### config.mk
export PLATFORM = sky130hd
export DESIGN_NAME = game_turn_controller_flat
export DESIGN_NICKNAME = d
export VERILOG_FILES = /design/src/rtl/game_turn_controller_pkg.sv /design/src/rtl/game_turn_controller_if.sv /design/src/rtl/game_turn_controller_sync_edge.sv /design/src/rtl/game_turn_controller.sv /design/src/flat_wrapper.sv
export SDC_FILE = /design/constraint.sdc
export NUM_CORES = 1
export LEC_CHECK = 0
export ABC_AREA = 1
export CAP_MARGIN = 15
export CORE_AREA = 2 2 77 61
export DETAILED_ROUTE_END_ITERATION = 7
export DIE_AREA = 0 0 79 63
export GPL_ROUTABILITY_DRIVEN = 0
export GPL_TIMING_DRIVEN = 1
export PLACE_DENSITY = 0.65
export SYNTH_ARGS = -nofsm -noshare
export SYNTH_HDL_FRONTEND = slang
export SYNTH_SLANG_ARGS = --single-unit
### constraint.sdc
create_clock -name clk -period 1.9 [get_ports clk]
set_input_delay 0.285 -clock clk [delete_from_list [all_inputs] [get_ports clk]]
set_output_delay 0.285 -clock clk [all_outputs]
set_load 0.05 [all_outputs]
### src/rtl/game_turn_controller_pkg.sv
// game_turn_controller_pkg: shared state/winner encodings and game defaults
package game_turn_controller_pkg;
    typedef enum logic [1:0] {
        QI      = 2'b00,
        QGAME_1 = 2'b01,
        QGAME_2 = 2'b10,
        QDONE   = 2'b11
    } state_t;

    typedef enum logic [1:0] {
        WIN_NONE = 2'b00,
        WIN_P1   = 2'b01,
        WIN_P2   = 2'b10
    } winner_t;

    localparam int DEF_WIN_SCORE = 10;
endpackage

### src/rtl/game_turn_controller_if.sv
// game_turn_controller_if: board/datapath events in, game status out
interface game_turn_controller_if #(
    parameter int SCORE_W = 4,
    parameter int TIMER_W = 8
) ();
    logic               start;
    logic               tick;
    logic               goal;
    logic               hit;
    logic [1:0]         state;
    logic               active_player;
    logic               move_en;
    logic               player_home;
    logic [SCORE_W-1:0] p1_score;
    logic [SCORE_W-1:0] p2_score;
    logic [TIMER_W-1:0] turn_timer;
    logic [1:0]         winner;

    modport master (
        output start, tick, goal, hit,
        input  state, active_player, move_en, player_home,
        input  p1_score, p2_score, turn_timer, winner
    );

    modport slave (
        input  start, tick, goal, hit,
        output state, active_player, move_en, player_home,
        output p1_score, p2_score, turn_timer, winner
    );
endinterface

### src/rtl/game_turn_controller_sync_edge.sv
// game_turn_controller_sync_edge: 2-flop synchronizer with rise/low detect, rise armed only after a low is seen
module game_turn_controller_sync_edge (
    input  logic clk,
    input  logic reset,
    input  logic din,
    output logic rise,
    output logic low
);
    logic s1, s2, s3, fill0, fill1, armed;

    // fill0/fill1 mark when s2 holds a real sample, so the reset value of s2 cannot arm the edge
    always_ff @(posedge clk or negedge reset) begin
        if (!reset) begin
            {s1, s2, s3, fill0, fill1, armed} <= '0;
        end else begin
            s1    <= din;
            s2    <= s1;
            s3    <= s2;
            fill0 <= 1'b1;
            fill1 <= fill0;
            armed <= armed | (fill1 & ~s2);
        end
    end

    assign rise = armed & s2 & ~s3;
    assign low  = ~s2;
endmodule

### src/rtl/game_turn_controller.sv
// game_turn_controller: two-player game sequencer (turns, scores, timeout, respawn)
module game_turn_controller
    import game_turn_controller_pkg::*;
#(
    parameter int WIN_SCORE  = DEF_WIN_SCORE,
    parameter int SCORE_W    = 4,
    parameter int TURN_TICKS = 64,
    parameter int TIMER_W    = 8
) (
    input logic                   clk,
    input logic                   reset,
    game_turn_controller_if.slave bus
);
    localparam logic [TIMER_W-1:0] T_MAX = TIMER_W'(TURN_TICKS - 1);
    localparam logic [SCORE_W-1:0] S_WIN = SCORE_W'(WIN_SCORE);

    state_t             state_q, state_d, other;
    winner_t            winner_q, winner_d;
    logic [SCORE_W-1:0] p1_q, p1_d, p2_q, p2_d, cur_inc;
    logic [TIMER_W-1:0] timer_q, timer_d;
    logic               home_q, home_d, start_rise, start_low, p2_turn, timeout;

    game_turn_controller_sync_edge u_start (
        .clk  (clk),
        .reset(reset),
        .din  (bus.start),
        .rise (start_rise),
        .low  (start_low)
    );

    assign p2_turn = (state_q == QGAME_2);
    assign other   = p2_turn ? QGAME_1 : QGAME_2;
    assign cur_inc = (p2_turn ? p2_q : p1_q) + SCORE_W'(1);
    assign timeout = bus.tick && (timer_q == T_MAX);

    assign bus.state         = state_q;
    assign bus.active_player = p2_turn;
    assign bus.move_en       = (state_q == QGAME_1) || (state_q == QGAME_2);
    assign bus.player_home   = home_q;
    assign bus.p1_score      = p1_q;
    assign bus.p2_score      = p2_q;
    assign bus.turn_timer    = timer_q;
    assign bus.winner        = winner_q;

    // State and game registers
    always_ff @(posedge clk or negedge reset) begin
        if (!reset) begin
            state_q  <= QI;
            winner_q <= WIN_NONE;
            p1_q     <= '0;
            p2_q     <= '0;
            timer_q  <= '0;
            home_q   <= 1'b0;
        end else begin
            state_q  <= state_d;
            winner_q <= winner_d;
            p1_q     <= p1_d;
            p2_q     <= p2_d;
            timer_q  <= timer_d;
            home_q   <= home_d;
        end
    end

    // Next state: one event per cycle, priority hit > goal > timeout
    always_comb begin
        state_d  = state_q;
        winner_d = winner_q;
        p1_d     = p1_q;
        p2_d     = p2_q;
        timer_d  = timer_q;
        home_d   = 1'b0;
        case (state_q)
            QI: begin
                if (start_rise) begin
                    state_d = QGAME_1;
                    home_d  = 1'b1;
                    timer_d = '0;
                end
            end
            QGAME_1, QGAME_2: begin
                if (bus.hit || (!bus.goal && timeout)) begin
                    state_d = other;
                    home_d  = 1'b1;
                    timer_d = '0;
                end else if (bus.goal) begin
                    if (p2_turn) p2_d = cur_inc;
                    else p1_d = cur_inc;
                    if (cur_inc == S_WIN) begin
                        state_d  = QDONE;
                        winner_d = p2_turn ? WIN_P2 : WIN_P1;
                    end else begin
                        state_d = other;
                        home_d  = 1'b1;
                        timer_d = '0;
                    end
                end else if (bus.tick) begin
                    timer_d = timer_q + TIMER_W'(1);
                end
            end
            default: begin
                if (start_low) begin
                    state_d  = QI;
                    winner_d = WIN_NONE;
                    p1_d     = '0;
                    p2_d     = '0;
                end
            end
        endcase
    end
endmodule

### src/flat_wrapper.sv
// flat-port wrapper written by rule: the top's interface ports become plain ports
module game_turn_controller_flat import game_turn_controller_pkg::*;
#(
    parameter int WIN_SCORE  = DEF_WIN_SCORE,
    parameter int SCORE_W    = 4,
    parameter int TURN_TICKS = 64,
    parameter int TIMER_W    = 8
)
  (clk, reset, bus_start, bus_tick, bus_goal, bus_hit, bus_state, bus_active_player, bus_move_en, bus_player_home, bus_p1_score, bus_p2_score, bus_turn_timer, bus_winner);
  game_turn_controller_if #(.SCORE_W(SCORE_W), .TIMER_W(TIMER_W)) bus_i ();
  input logic clk;
  input logic reset;
  input wire logic [$bits(bus_i.start)-1:0] bus_start;
  input wire logic [$bits(bus_i.tick)-1:0] bus_tick;
  input wire logic [$bits(bus_i.goal)-1:0] bus_goal;
  input wire logic [$bits(bus_i.hit)-1:0] bus_hit;
  output wire logic [$bits(bus_i.state)-1:0] bus_state;
  output wire logic [$bits(bus_i.active_player)-1:0] bus_active_player;
  output wire logic [$bits(bus_i.move_en)-1:0] bus_move_en;
  output wire logic [$bits(bus_i.player_home)-1:0] bus_player_home;
  output wire logic [$bits(bus_i.p1_score)-1:0] bus_p1_score;
  output wire logic [$bits(bus_i.p2_score)-1:0] bus_p2_score;
  output wire logic [$bits(bus_i.turn_timer)-1:0] bus_turn_timer;
  output wire logic [$bits(bus_i.winner)-1:0] bus_winner;
  assign bus_i.start = bus_start;
  assign bus_i.tick = bus_tick;
  assign bus_i.goal = bus_goal;
  assign bus_i.hit = bus_hit;
  assign bus_state = bus_i.state;
  assign bus_active_player = bus_i.active_player;
  assign bus_move_en = bus_i.move_en;
  assign bus_player_home = bus_i.player_home;
  assign bus_p1_score = bus_i.p1_score;
  assign bus_p2_score = bus_i.p2_score;
  assign bus_turn_timer = bus_i.turn_timer;
  assign bus_winner = bus_i.winner;
  game_turn_controller #(.WIN_SCORE(WIN_SCORE), .SCORE_W(SCORE_W), .TURN_TICKS(TURN_TICKS), .TIMER_W(TIMER_W)) u_core (.clk(clk), .reset(reset), .bus(bus_i));
endmodule
==> flow_summary.toml <==
[setup_path]
timing.reg2reg.worst_path_depth = 12
setup.worst_path.class = "flop to flop"
data_arrival_critical_path_ps = 2050
cp-end-kind = "flop"
worst_setup_path_start_kind = "flop"
critPathRequiredTime_ps = 2080
critPathMaxFanout = 8

[drt]
routedWlPerCell_um = 11.8
route.detailed.vias_per_inst = 4.59
drt_drc_violations_left = 0
drt-total-wl_um = 3720
drt_iter0_drc = 74
drt.antenna.violating_nets = 0
route.vias.total = 1446
drt_first_pass_iters = 4

[global_routing]
number_of_antenna_violations_at_the_first_check_in_global_routing = 0
first_global_vias = 1331
grt_remaining_overflow = 0
largest_net_degree_at_the_start_of_global_routing = 28
grt_pass1_wl_um = 6000
total_global_route_track_usage = 0.154

[power_and_ir_drop]
net-switching-power_w = 0.00183
switching_share = 0.512
leakage_nw = 1.08
power_frac_comb = 0.682
power.sequential.fraction = 0.223
irDropWorstVdd_uv = 1300
power-per-cell-area_mw_per_mm2 = 1560
clock_power_share = 0.095
p_int_w = 0.00174

[floorplanning]
row_count = 21
die_w_um = 79
starting_utilization_of_the_core_area = 0.379
die_area_mm2 = 0.00498
placeableCoreArea_mm2 = 0.00426
die_height_um = 63
ioPinCount = 29

[yosys]
post_synth_inst_count = 206
avgSynthCellArea_um2 = 7.84
ys_warn_count = 0
synth_seq_area_share = 0.418
netlist_area_mm2 = 0.00162
synth.distinct_cells = 27
ys_ff_latch = 27
synth.net_count = 219

[sta]
final_tns_setup_ps = 0
rsz0062_at_grt = "yes"
max_freq_mhz = 535
drv_slew = 0
maxSlewHeadroom = 0.663
final.hold.worst_slack_ps = 356
final.setup_skew_ps = 6.74
worstMarginPinSlew_ps = 505
setup_viol_count_final = 0
fin_crit_sh = 0.983
finalHoldViolations = 0
min_period_ps = 1870

[place]
io_buffers = 28
place.detailed.hpwl_um = 2660
count_of_placed_standard_cells_including_taps = 306
dpl-instance-area_mm2 = 0.00214

[clock_network]
clock_sink_count = 27
cts.root.buffer_cell = "sky130_fd_sc_hd__clkbuf_8"
clk_path_buf_depth = 2
numCtsBuffers = 3
worst_skew_pair.late_latency_ps = 280
cts_tree = "built"
worst_setup_hold_path_clk_slew_ps = 100
clock_tree.htree_level_count = 1

[finish]
area_growth_pct = 41.2
fillers = 410
num_antenna_cells = 0
finish.instance_area_mm2 = 0.00228
num-nets-final = 272
finalNonFillerCells = 315
share_of_cells_above_drive_strength_1 = 0.329

[worst_hold_path]
min_delay_path_depth = 0
hold_class = "flop to flop"

[flow_run]
cap_viol_max_count = 0

[outcome]
outcome = "complete, no violations"
==> stage by stage <==
step                setup WS, ps   util  total power, W
finish                      31.6  0.536         0.00356
global route               -65.8  0.536         0.00384
CTS                         9.13  0.519         0.00345
detailed placement         -16.4  0.504         0.00304
global placement           -11.8  0.504         0.00304
floorplan                   -193      -         0.00237
==> power groups by stage <==
| stage | clock network, W | logic [W] | registers, W |
|---|---|---|---|
| 2_1_floorplan | 0 | 0.00119 | 0.00118 |
| 3_3_place_gp | 0 | 0.00223 | 0.000805 |
| 3_5_place_dp | 0 | 0.00224 | 0.000804 |
| 4_1_cts | 0.000361 | 0.00229 | 0.000795 |
| 5_1_grt | 0.000388 | 0.00264 | 0.000811 |
| 6_report | 0.000338 | 0.00243 | 0.000793 |
==> state kept, by name, indices dropped and copies added, names as in the netlist <==
name / count
u_core.u_start.s2: 1
u_core.bus.p1_score: 4
u_core.bus.p2_score: 4
u_core.bus.state: 2
u_core.u_start.s1: 1
u_core.u_start.armed: 1
u_core.bus.player_home: 1
u_core.bus.turn_timer: 8
u_core.u_start.fill0: 1
u_core.bus.winner: 2
u_core.u_start.s3: 1
u_core.u_start.fill1: 1
==> path summary, 6_finish.rpt <==
| path | startpoint | endpoint | slack (ps) |
|---|---|---|---|
| worst max-delay path | u_core.bus.state[0]$_DFFE_PN0P_ | u_core.bus.turn_timer[7]$_DFFE_PN0P_ | 30 |
| worst min-delay path | u_core.u_start.fill0$_DFF_PN0_ | u_core.u_start.fill1$_DFF_PN0_ | 360 |
| worst max register to register | u_core.bus.state[0]$_DFFE_PN0P_ | u_core.bus.turn_timer[7]$_DFFE_PN0P_ | 30 |
| worst min register to register | u_core.u_start.fill0$_DFF_PN0_ | u_core.u_start.fill1$_DFF_PN0_ | 360 |
| max in group asynchronous | reset | u_core.bus.state[1]$_DFFE_PN0P_ | 1240 |
| min in group asynchronous | reset | u_core.bus.winner[1]$_DFFE_PN0P_ | 380 |
==> synth_stat cells <==
master                      n  share of area
sky130_fd_sc_hd__xor2_1     1         0.0054
sky130_fd_sc_hd__inv_1     19          0.044
sky130_fd_sc_hd__o21ai_1    5          0.015
sky130_fd_sc_hd__inv_2      5          0.012
sky130_fd_sc_hd__ha_1       7          0.054
sky130_fd_sc_hd__nand2_2   11          0.043
sky130_fd_sc_hd__nand3_2    1         0.0062
sky130_fd_sc_hd__or2_2      2         0.0077
sky130_fd_sc_hd__and2_2     1         0.0046
sky130_fd_sc_hd__nor2_2     1         0.0039
sky130_fd_sc_hd__nand4_2    1         0.0077
sky130_fd_sc_hd__o21ai_0    4          0.012
sky130_fd_sc_hd__nand2_1   63           0.15
sky130_fd_sc_hd__nand4_1    2         0.0077
sky130_fd_sc_hd__conb_1     1         0.0023
sky130_fd_sc_hd__nor3_1     1         0.0031
sky130_fd_sc_hd__buf_12     1          0.012
sky130_fd_sc_hd__nor2_4     3          0.021
sky130_fd_sc_hd__nor2_1    14          0.033
sky130_fd_sc_hd__a21oi_1    6          0.019
sky130_fd_sc_hd__nand3_1   17          0.053
sky130_fd_sc_hd__a21o_1     1         0.0046
sky130_fd_sc_hd__o21ai_2    9          0.049
sky130_fd_sc_hd__dfrtp_1   27           0.42
sky130_fd_sc_hd__clkbuf_1   1         0.0023
sky130_fd_sc_hd__nand2_4    1         0.0070
sky130_fd_sc_hd__nor3_2     1         0.0062
==> final cells by class <==
| class | count | area, um^2 | area share |
|---|---|---|---|
| well taps | 57 | 71.3 | 0.0313 |
| inverters | 24 | 97.6 | 0.0428 |
| repair buffers | 49 | 448 | 0.196 |
| clock inverters | 1 | 7.51 | 0.00329 |
| multi-input cells | 154 | 937 | 0.411 |
| flip-flops and latches | 27 | 678 | 0.297 |
| clock buffers | 3 | 41.3 | 0.0181 |
==> worst max-delay path, cell delays in order (launching register included) <==
cell	delay [ps]
sky130_fd_sc_hd__dfrtp_2	440
sky130_fd_sc_hd__inv_4	70
sky130_fd_sc_hd__ha_4	190
sky130_fd_sc_hd__nand2_1	100
sky130_fd_sc_hd__nand2_4	90
sky130_fd_sc_hd__ha_4	130
sky130_fd_sc_hd__inv_1	40
sky130_fd_sc_hd__nand2_2	70
sky130_fd_sc_hd__nand2_2	60
sky130_fd_sc_hd__nor2_4	140
sky130_fd_sc_hd__nand4_4	160
sky130_fd_sc_hd__nand2_4	190
sky130_fd_sc_hd__o21ai_2	70
==> cells by family (layout without fill, tap and decap cells) <==
group,count (synthesis),after routing,synth area share
other,1,1,0.00232
DFF,27,27,0.418
AOI/OAI and AO/OA,25,25,0.0999
buffers and inverters,26,77,0.0705
adders and majority gates,7,7,0.0542
xor gates and xnor gates,1,1,0.00542
and+or+nand+nor,119,120,0.349
==> cell usage in the layout (no fill, tap or decap) <==
cell type	count
sky130_fd_sc_hd__nand3_2	3
sky130_fd_sc_hd__dfrtp_2	2
sky130_fd_sc_hd__inv_6	1
sky130_fd_sc_hd__nand2_4	3
sky130_fd_sc_hd__and2_2	1
sky130_fd_sc_hd__a21o_1	1
sky130_fd_sc_hd__nand4_4	1
sky130_fd_sc_hd__ha_4	3
sky130_fd_sc_hd__nand2_2	13
sky130_fd_sc_hd__nand2_8	1
sky130_fd_sc_hd__nor3_2	1
sky130_fd_sc_hd__inv_1	18
sky130_fd_sc_hd__conb_1	1
sky130_fd_sc_hd__nand3_1	15
sky130_fd_sc_hd__nand4_1	2
sky130_fd_sc_hd__xor2_1	1
sky130_fd_sc_hd__dlymetal6s2s_1	1
sky130_fd_sc_hd__clkdlybuf4s50_1	20
sky130_fd_sc_hd__nor2_4	3
sky130_fd_sc_hd__nor3_1	1
sky130_fd_sc_hd__nor2_1	14
sky130_fd_sc_hd__nand2_1	59
sky130_fd_sc_hd__clkinvlp_4	1
sky130_fd_sc_hd__buf_4	26
sky130_fd_sc_hd__clkbuf_8	3
sky130_fd_sc_hd__dfrtp_1	25
sky130_fd_sc_hd__a21oi_1	4
sky130_fd_sc_hd__nor2_2	1
sky130_fd_sc_hd__a21oi_2	2
sky130_fd_sc_hd__or2_2	2
sky130_fd_sc_hd__o21ai_0	3
sky130_fd_sc_hd__inv_2	4
sky130_fd_sc_hd__o21ai_2	11
sky130_fd_sc_hd__o21ai_1	4
sky130_fd_sc_hd__inv_4	1
sky130_fd_sc_hd__ha_1	4
sky130_fd_sc_hd__buf_12	2
==> layer usage <==
layer | vias up | routed length (um) | share of wire | global-route usage
li1 | 757 | - | - | -
met5 | - | 0 | 0 | 0
met4 | 0 | 34 | 0.0091 | 0.0474
met2 | 28 | 1640 | 0.44 | 0.230
met3 | 2 | 151 | 0.041 | 0.0405
met1 | 659 | 1900 | 0.51 | 0.217
==> what timing repair did <==
item,in CTS,in global routing
hold buffers,0,0
setup buffers,1,3
gates cloned,0,1
setup endpoints to repair,8,21
pin swaps,1,2
resized for setup,1,10
Note: power is estimated with default switching activity, not from simulation.
